===== config.mk =====
export PLATFORM = sky130hd
export DESIGN_NAME = barret_reduce_pipe_flat
export DESIGN_NICKNAME = d
export VERILOG_FILES = /design/src/rtl/barret_pkg.sv /design/src/rtl/barret_reduce_pipe_if.sv /design/src/rtl/barret_pipe_reg.sv /design/src/rtl/barret_reduce_pipe.sv /design/src/flat_wrapper.sv
export SDC_FILE = /design/constraint.sdc
export NUM_CORES = 1
export LEC_CHECK = 0
export ABC_AREA = 1
export ABC_CLOCK_PERIOD_IN_PS = 4850
export CORE_UTILIZATION = 55
export CTS_BUF_LIST = sky130_fd_sc_hd__clkbuf_16
export DETAILED_ROUTE_END_ITERATION = 16
export GPL_TIMING_DRIVEN = 1
export PLACE_DENSITY = 0.79
export SLEW_MARGIN = 5
export SYNTH_ARGS = -nofsm -noshare
export SYNTH_HDL_FRONTEND = slang
export SYNTH_HIERARCHICAL = 1
export SYNTH_SLANG_ARGS = --single-unit

===== constraint.sdc =====
create_clock -name clk -period 4.85 [get_ports clk]
set_input_delay 0.7275 -clock clk [delete_from_list [all_inputs] [get_ports clk]]
set_output_delay 0.7275 -clock clk [all_outputs]
set_load 0.01 [all_outputs]

===== src/rtl/barret_pkg.sv =====
`default_nettype none
// ============================================================================
// Module      : barret_pkg
// Description : Constants and elaboration helpers for the Barrett reducer.
// Revision    : 1.0
// ============================================================================
package barret_pkg;

    localparam int c_q_2689  = 2689;
    localparam int c_q_3329  = 3329;
    localparam int c_q_7681  = 7681;
    localparam int c_q_12289 = 12289;

    function automatic int barret_qw(input int q);
        return $clog2(q);
    endfunction

    function automatic int barret_mw(input int q, input int iw);
        return iw - barret_qw(q) + 1;
    endfunction

    // Two guard bits hold the pre-correction residue, which stays below 3Q.
    function automatic int barret_rw(input int q);
        return barret_qw(q) + 2;
    endfunction

    function automatic longint barret_m(input int q, input int iw);
        return (longint'(1) << iw) / longint'(q);
    endfunction

endpackage : barret_pkg
`default_nettype wire


===== src/rtl/barret_reduce_pipe_if.sv =====
`default_nettype none
// ============================================================================
// Module      : barret_reduce_pipe_if
// Description : Operand/result handshake bundle for the Barrett reducer.
// Revision    : 1.0
// ============================================================================
interface barret_reduce_pipe_if #(
    parameter int IW   = 23,
    parameter int QW   = 12,
    parameter int TAGW = 4
);
    logic            in_valid;
    logic            in_ready;
    logic [IW-1:0]   din_a;
    logic [TAGW-1:0] tag_in;
    logic            out_valid;
    logic            out_ready;
    logic [QW-1:0]   dout_r;
    logic [TAGW-1:0] tag_out;
    logic            busy;

    modport master (
        output in_valid, din_a, tag_in, out_ready,
        input  in_ready, out_valid, dout_r, tag_out, busy
    );

    modport slave (
        input  in_valid, din_a, tag_in, out_ready,
        output in_ready, out_valid, dout_r, tag_out, busy
    );

endinterface : barret_reduce_pipe_if
`default_nettype wire


===== src/rtl/barret_pipe_reg.sv =====
`default_nettype none
// ============================================================================
// Module      : barret_pipe_reg
// Description : One valid+payload pipeline stage with load enable and
//               asynchronous active-low clear.
// Revision    : 1.0
// ============================================================================
module barret_pipe_reg #(
    parameter int W = 8
) (
    input  wire          clk,
    input  wire          rst_n,
    input  wire          i_en,
    input  wire          i_valid,
    input  wire  [W-1:0] i_data,
    output logic         o_valid,
    output logic [W-1:0] o_data
);

    logic         r_valid;
    logic [W-1:0] r_data;

    // Bubbles load like items so the whole pipe moves as one shift register.
    always_ff @(posedge clk or negedge rst_n) begin
        if (!rst_n) begin
            r_valid <= 1'b0;
            r_data  <= '0;
        end else if (i_en) begin
            r_valid <= i_valid;
            r_data  <= i_data;
        end
    end

    assign o_valid = r_valid;
    assign o_data  = r_data;

endmodule : barret_pipe_reg
`default_nettype wire


===== src/rtl/barret_reduce_pipe.sv =====
`default_nettype none
// ============================================================================
// Module      : barret_reduce_pipe
// Description : Three-stage Barrett reducer, dout_r = din_a mod Q, one result
//               per clock with valid/ready on both sides and a sideband tag.
// Revision    : 1.0
// ============================================================================
module barret_reduce_pipe
    import barret_pkg::*;
#(
    parameter int Q    = c_q_2689,
    parameter int IW   = 23,
    parameter int TAGW = 4
) (
    input  wire                  clk,
    input  wire                  rst_n,
    barret_reduce_pipe_if.slave  bus
);

    localparam int QW  = barret_qw(Q);
    localparam int MW  = barret_mw(Q, IW);
    localparam int RW  = barret_rw(Q);
    localparam int K   = IW;
    localparam int S1W = MW + IW + TAGW;
    localparam int S2W = RW + TAGW;
    localparam int S3W = QW + TAGW;

    localparam logic [MW-1:0] c_m    = MW'(barret_m(Q, IW));
    localparam logic [QW-1:0] c_q    = QW'(Q);
    localparam logic [RW-1:0] c_q_rw = RW'(Q);

    if ((Q % 2) == 0 || Q < 3 || Q >= 65536 || IW < 2 * QW - 1 || TAGW < 1) begin : g_param_check
        $error("barret_reduce_pipe: unsupported Q/IW/TAGW combination");
    end

    logic              w_adv;
    logic [IW+MW-1:0]  w_p;
    logic [MW-1:0]     w_q_est;

    logic              r_v1;
    logic [S1W-1:0]    r_s1;
    logic [MW-1:0]     w_s1_qest;
    logic [IW-1:0]     w_s1_din;
    logic [TAGW-1:0]   w_s1_tag;
    logic [MW+QW-1:0]  w_qprod;
    logic [RW-1:0]     w_r;

    logic              r_v2;
    logic [S2W-1:0]    r_s2;
    logic [RW-1:0]     w_s2_r;
    logic [TAGW-1:0]   w_s2_tag;
    logic [RW-1:0]     w_r1;
    logic [RW-1:0]     w_r2;

    logic              r_v3;
    logic [S3W-1:0]    r_s3;

    // A full output stage that is not being taken freezes every stage.
    assign w_adv = bus.out_ready | ~r_v3;

    // Stage 1: quotient estimate from the top bits of din_a * M.
    assign w_p     = (IW+MW)'(bus.din_a) * (IW+MW)'(c_m);
    assign w_q_est = MW'(w_p >> K);

    barret_pipe_reg #(.W(S1W)) u_s1 (
        .clk     (clk),
        .rst_n   (rst_n),
        .i_en    (w_adv),
        .i_valid (bus.in_valid),
        .i_data  ({w_q_est, bus.din_a, bus.tag_in}),
        .o_valid (r_v1),
        .o_data  (r_s1)
    );

    assign w_s1_qest = r_s1[S1W-1 -: MW];
    assign w_s1_din  = r_s1[TAGW +: IW];
    assign w_s1_tag  = r_s1[TAGW-1:0];

    // Stage 2: the true remainder is below 3Q, so modulo-2^RW arithmetic is exact.
    assign w_qprod = (MW+QW)'(w_s1_qest) * (MW+QW)'(c_q);
    assign w_r     = RW'(w_s1_din) - RW'(w_qprod);

    barret_pipe_reg #(.W(S2W)) u_s2 (
        .clk     (clk),
        .rst_n   (rst_n),
        .i_en    (w_adv),
        .i_valid (r_v1),
        .i_data  ({w_r, w_s1_tag}),
        .o_valid (r_v2),
        .o_data  (r_s2)
    );

    assign w_s2_r   = r_s2[S2W-1 -: RW];
    assign w_s2_tag = r_s2[TAGW-1:0];

    // Stage 3: two conditional subtractions bring [0, 3Q) into [0, Q).
    assign w_r1 = (w_s2_r >= c_q_rw) ? (w_s2_r - c_q_rw) : w_s2_r;
    assign w_r2 = (w_r1   >= c_q_rw) ? (w_r1   - c_q_rw) : w_r1;

    barret_pipe_reg #(.W(S3W)) u_s3 (
        .clk     (clk),
        .rst_n   (rst_n),
        .i_en    (w_adv),
        .i_valid (r_v2),
        .i_data  ({QW'(w_r2), w_s2_tag}),
        .o_valid (r_v3),
        .o_data  (r_s3)
    );

    assign bus.in_ready  = w_adv;
    assign bus.out_valid = r_v3;
    assign bus.dout_r    = r_s3[S3W-1 -: QW];
    assign bus.tag_out   = r_s3[TAGW-1:0];
    assign bus.busy      = r_v1 | r_v2 | r_v3;

endmodule : barret_reduce_pipe
`default_nettype wire


===== src/flat_wrapper.sv =====
// flat-port wrapper written by rule: the top's interface ports become plain ports
module barret_reduce_pipe_flat import barret_pkg::*;
#(
    parameter int Q    = c_q_2689,
    parameter int IW   = 23,
    parameter int TAGW = 4
)
  (clk, rst_n, bus_in_valid, bus_din_a, bus_tag_in, bus_out_ready, bus_in_ready, bus_out_valid, bus_dout_r, bus_tag_out, bus_busy);
  barret_reduce_pipe_if #(.IW(IW), .QW((barret_qw((c_q_2689)))), .TAGW(TAGW)) bus_i ();
  input  wire clk;
  input  wire rst_n;
  input wire logic [$bits(bus_i.in_valid)-1:0] bus_in_valid;
  input wire logic [$bits(bus_i.din_a)-1:0] bus_din_a;
  input wire logic [$bits(bus_i.tag_in)-1:0] bus_tag_in;
  input wire logic [$bits(bus_i.out_ready)-1:0] bus_out_ready;
  output wire logic [$bits(bus_i.in_ready)-1:0] bus_in_ready;
  output wire logic [$bits(bus_i.out_valid)-1:0] bus_out_valid;
  output wire logic [$bits(bus_i.dout_r)-1:0] bus_dout_r;
  output wire logic [$bits(bus_i.tag_out)-1:0] bus_tag_out;
  output wire logic [$bits(bus_i.busy)-1:0] bus_busy;
  assign bus_i.in_valid = bus_in_valid;
  assign bus_i.din_a = bus_din_a;
  assign bus_i.tag_in = bus_tag_in;
  assign bus_i.out_ready = bus_out_ready;
  assign bus_in_ready = bus_i.in_ready;
  assign bus_out_valid = bus_i.out_valid;
  assign bus_dout_r = bus_i.dout_r;
  assign bus_tag_out = bus_i.tag_out;
  assign bus_busy = bus_i.busy;
  barret_reduce_pipe #(.Q(Q), .IW(IW), .TAGW(TAGW)) u_core (.clk(clk), .rst_n(rst_n), .bus(bus_i));
endmodule

# Word level (Yosys, flattened, before mapping)
# Index checks and enable logic that the tools add are counted.
# op_classes
n_addsub	3
magnitude_cmp	2
muxes	2
multipliers	2
bitwise	4
# ops
operator	count
multiplier 23 x 12 -> 35 bit, second input constant	1
>= comparator 14 x 12 -> 1 bit, second input constant	2
multiplier 12 x 12 -> 14 bit, second input constant	1
two-way mux 14 bit	1
subtractor 14 x 12 -> 14 bit, second input constant	1
subtractor 14 bit	1
two-way mux 12 bit	1
subtractor 12 bit, second input constant	1
OR 1 bit	3
inverter 1 bit	1
# totals
out_inout_bits	19
elab_cells	19
ff_bits	76
in_bits	31

# Depth between registers and ports, before layout
# depth
depth_word	4
mapped_depth	22
depth_no_buf	22

# By module
# The synthesis kept the hierarchy.
# modules_own_cells
mod	cells_each	n_inst	area_each_um2	seq_area_each_um2
barret_reduce_pipe	990	1	7957.6	0.0
barret_pipe_reg at u_core.u_s1	170	1	1605.3	1001.0
barret_pipe_reg at u_core.u_s2	80	1	738.2	475.5
barret_pipe_reg at u_core.u_s3	72	1	680.7	425.4

# Least setup slack after synthesis
# Ideal clock, no wire load.
# synth_timing
path_type	input -> register
from	input port bus_din_a[9]
to	register u_core.u_s1.r_data[32], in the netlist u_core/u_s1/o_data[32]
path_buffers	0
setup_slack_ns	0.336
cell_stages	20
t_arrival_ns	4.398
setup_time_ns	0.116
required_time_ns	4.734
path_cell_list	ha_1 ha_1 fa_1 fa_1 inv_1 fa_1 inv_1 ha_1 a21o_1 a21oi_1 o21ai_0 a21oi_1 o21ai_0 a21o_1 nand2_1 nand2_1 nand2_1 nand2_1 nand2_1 nand2_1
# synth_via
elab_chain_cells	1
# synth_lines
item	line_no	text
from (decl)	flat_wrapper.sv:13	input wire logic [$bits(bus_i.din_a)-1:0] bus_din_a;
multiplier 23 x 12 -> 35 bit	barret_reduce_pipe.sv:62	assign w_p = (IW+MW)'(bus.din_a) * (IW+MW)'(c_m);
via u_core.w_p[28]	barret_reduce_pipe.sv:37	logic [IW+MW-1:0] w_p;
to (signal assigned)	barret_pipe_reg.sv:30	r_data <= i_data;
to (decl)	barret_pipe_reg.sv:21	logic [W-1:0] r_data;
# The timed path passes the listed nets, and every way through them passes these cells.
# A chain may end at the register's enable or synchronous reset.

# Worst setup path after layout
# layout_timing
from	input port bus_din_a[15]
to	register u_core.u_s1.r_data[33], in the netlist u_core/u_s1/o_data[33]
# The elaborated chain is that of the path after synthesis.

==> results by group <==
Cells and area
  – Area delta synth->final: 17.0%
  – Number of filler cells placed in the layout: 1,533
  – Final net count: 1,750
  – Ratio of cells with drive above 1 in the final layout: 15.7%
  – # diodes: 0

Synth
  – Post-synthesis cell area: 10,700 um2
  – Mean Syn Cell Area: 8.35 um2
  – Post-Syn Instances: 1,276
  – Syn_nets: 1,614
  – Synth Warn #: 6

Timing
  – Fmax: 215 MHz
  – Final min period: 4.65 ns
  – Hold Violations, Final: 0
  – WHS: 0.355 ns
  – Clock skew: 0.00673 ns
  – Slew headroom: 50.4%
  – Worst-Margin Slew: 0.744 ns
  – Crit share post-route: 95.9%
  – Final setup violation count: 0
  – Slew Viols, Final: 0

Routing
  – Wirelength, routed: 23,300 um
  – Routed Antenna Nets: 0
  – Initial DRC count: 359
  – Via/cell ratio: 5.14
  – Wire length per cell: 13.9 um
  – DRC Markers: 0
  – Vias post-DR: 8,616
  – Drt first pass iters: 5

Run status
  – Status: finished, final reports clean

Place
  – Gpl congestion: 0.892
  – Port Buffer Count: 49
  – Dpl hpwl: 19,100 um

Clock tree
  – Clock slew at reported path FFs: 0.06 ns
  – Clk buf depth: 2
  – H-tree depth: 3
  – Clock Sinks: 67
  – Hold Buf Count CTS: 0
  – Clock Latency Late Sink: 0.33 ns
  – Clock root cell: clkbuf_16
  – CTS buffer count: 9
  – CTS tree: built

Critical path
  – Reg-to-Reg End: u_core/u_s2/o_data[16]$_DFFE_PN0P_
  – WP data arrival: 4.88 ns
  – Critical path class: input port to register
  – Startpoint type of the worst setup path: input port
  – Setup slack on the worst flop-to-flop path: 0.88 ns
  – Worst Path Required: 5.08 ns
  – Crit-path max FO: 4
  – Reg2Reg Depth: 21
  – Crit path capture type: register
  – FF-to-FF Start: u_core/u_s1/o_data[7]$_DFFE_PN0P_

Die
  – I/O Pins: 50
  – Die area: 19,900 um2
  – Std-Cell Core Area: 18,800 um2
  – Number of placement rows: 50
  – Die H: 141 um
  – Starting Density: 56.6%
  – Die span in x: 141 um

GRT
  – First-pass GRT wire length: 40,600 um
  – Initial antenna violation count: 0
  – Vias in the first global route: 9,026
  – Overall routing resource usage: 25.1%
  – Largest net degree at the start of global routing: 71
  – Total gr overflow: 0

Run
  – # Max-Cap Violations: 0

Min path
  – HP Class: input port to async pin
[metal layers]
| metal | track usage (%) | vias up | part of all wire (%) |
|---|---|---|---|
| li1 | - | 4292 | - |
| met1 | 29.2 | 4137 | 41 |
| met2 | 48.7 | 147 | 54 |
| met3 | 2.14 | 40 | 2.6 |
| met4 | 7.27 | 0 | 2.1 |
| met5 | 0 | - | 0 |
[worst max-delay path by stage]
stage / from / endpoint / slack, ns / depth (start not counted)
after floorplan: bus_din_a[9] / u_core/u_s1/o_data[32]$_DFFE_PN0P_ / 0.34 / 20
after CTS: bus_din_a[6] / u_core/u_s1/o_data[31]$_DFFE_PN0P_ / 0.005 / 19
after detailed placement: bus_din_a[12] / u_core/u_s1/o_data[31]$_DFFE_PN0P_ / -0.66 / 18
after global placement: bus_din_a[12] / u_core/u_s1/o_data[33]$_DFFE_PN0P_ / -0.60 / 19
final: bus_din_a[15] / u_core/u_s1/o_data[33]$_DFFE_PN0P_ / 0.20 / 19
after global routing: bus_din_a[15] / u_core/u_s1/o_data[32]$_DFFE_PN0P_ / -0.007 / 22
[area by class of cell]
| cell class | count | area [um2] | area share, % |
|---|---|---|---|
| Multi-Input combinational cell | 961 | 8110 | 65.0 |
| Timing Repair Buffer | 144 | 1180 | 9.43 |
| Tap cell | 260 | 325 | 2.61 |
| Inverter | 229 | 875 | 7.01 |
| Clock buffer | 9 | 225 | 1.81 |
| Clock inverter | 7 | 81.3 | 0.652 |
| Sequential cell | 67 | 1680 | 13.4 |
[placed cells by master (no fill, tap or decap), types with 4 or more instances in the layout]
cell type	count
a21o_1	5
a21oi_1	32
a21oi_2	8
a31oi_1	4
buf_4	91
buf_6	4
clkbuf_16	9
clkbuf_2	9
clkdlybuf4s50_1	26
dfrtp_1	67
dlygate4sd2_1	6
dlymetal6s2s_1	6
fa_1	105
ha_1	189
ha_4	12
inv_1	222
inv_2	5
inv_6	4
nand2_1	338
nand2_2	35
nand3_1	33
nand3_2	4
nand3b_1	4
nand4_1	17
nor2_1	46
nor2_2	8
nor3_1	4
o21ai_0	22
o21ai_1	5
o21ai_2	10
xnor2_1	17
xor2_1	29
[state kept, by name, indices dropped and copies added (netlist names)]
register / cells
u_core/u_s1/o_data: 30
u_core/u_s2/o_data: 18
u_core/u_s3/o_data: 16
u_core/u_s1/o_valid: 1
u_core/u_s2/o_valid: 1
u_core/u_s3/o_valid: 1
[timing repair]
item                                    4_1_cts  5_1_grt
endpoints found under the hold margin         0        0
gates resized for setup                      38       53
pin swaps                                     9       17
endpoints found under the setup margin       12       12
buffers inserted                              1        1
[stage by stage]
step / setup WS, ns / instances / utilization [%] / cell area, um2 / TNS, ns
floorplan: 0.336 / 1276 / - / 10700 / 0
global route: -0.00668 / 1677 / 66.2 / 12500 / -0.00668
CTS: 0.00473 / 1676 / 65.3 / 12300 / 0
finish: 0.196 / 1677 / 66.2 / 12500 / 0
detailed placement: -0.658 / 1659 / 63.3 / 11900 / -6.61
global placement: -0.599 / 1659 / 63.3 / 11900 / -5.84
[critical path: stages]
cell	delay, ns
clkdlybuf4s15_1	0.28
ha_1	0.33
ha_1	0.32
fa_1	0.52
fa_1	0.54
inv_1	0.06
fa_1	0.55
inv_1	0.07
ha_4	0.25
nand2_1	0.10
inv_1	0.06
nand3_2	0.08
nor2_2	0.05
buf_4	0.13
a2111oi_2	0.36
nand2_1	0.15
xor2_2	0.17
nand2_1	0.07
nand2_1	0.06
Power is not shown: default switching activity piles up to over one toggle a cycle in this logic, so the estimate is an artifact.
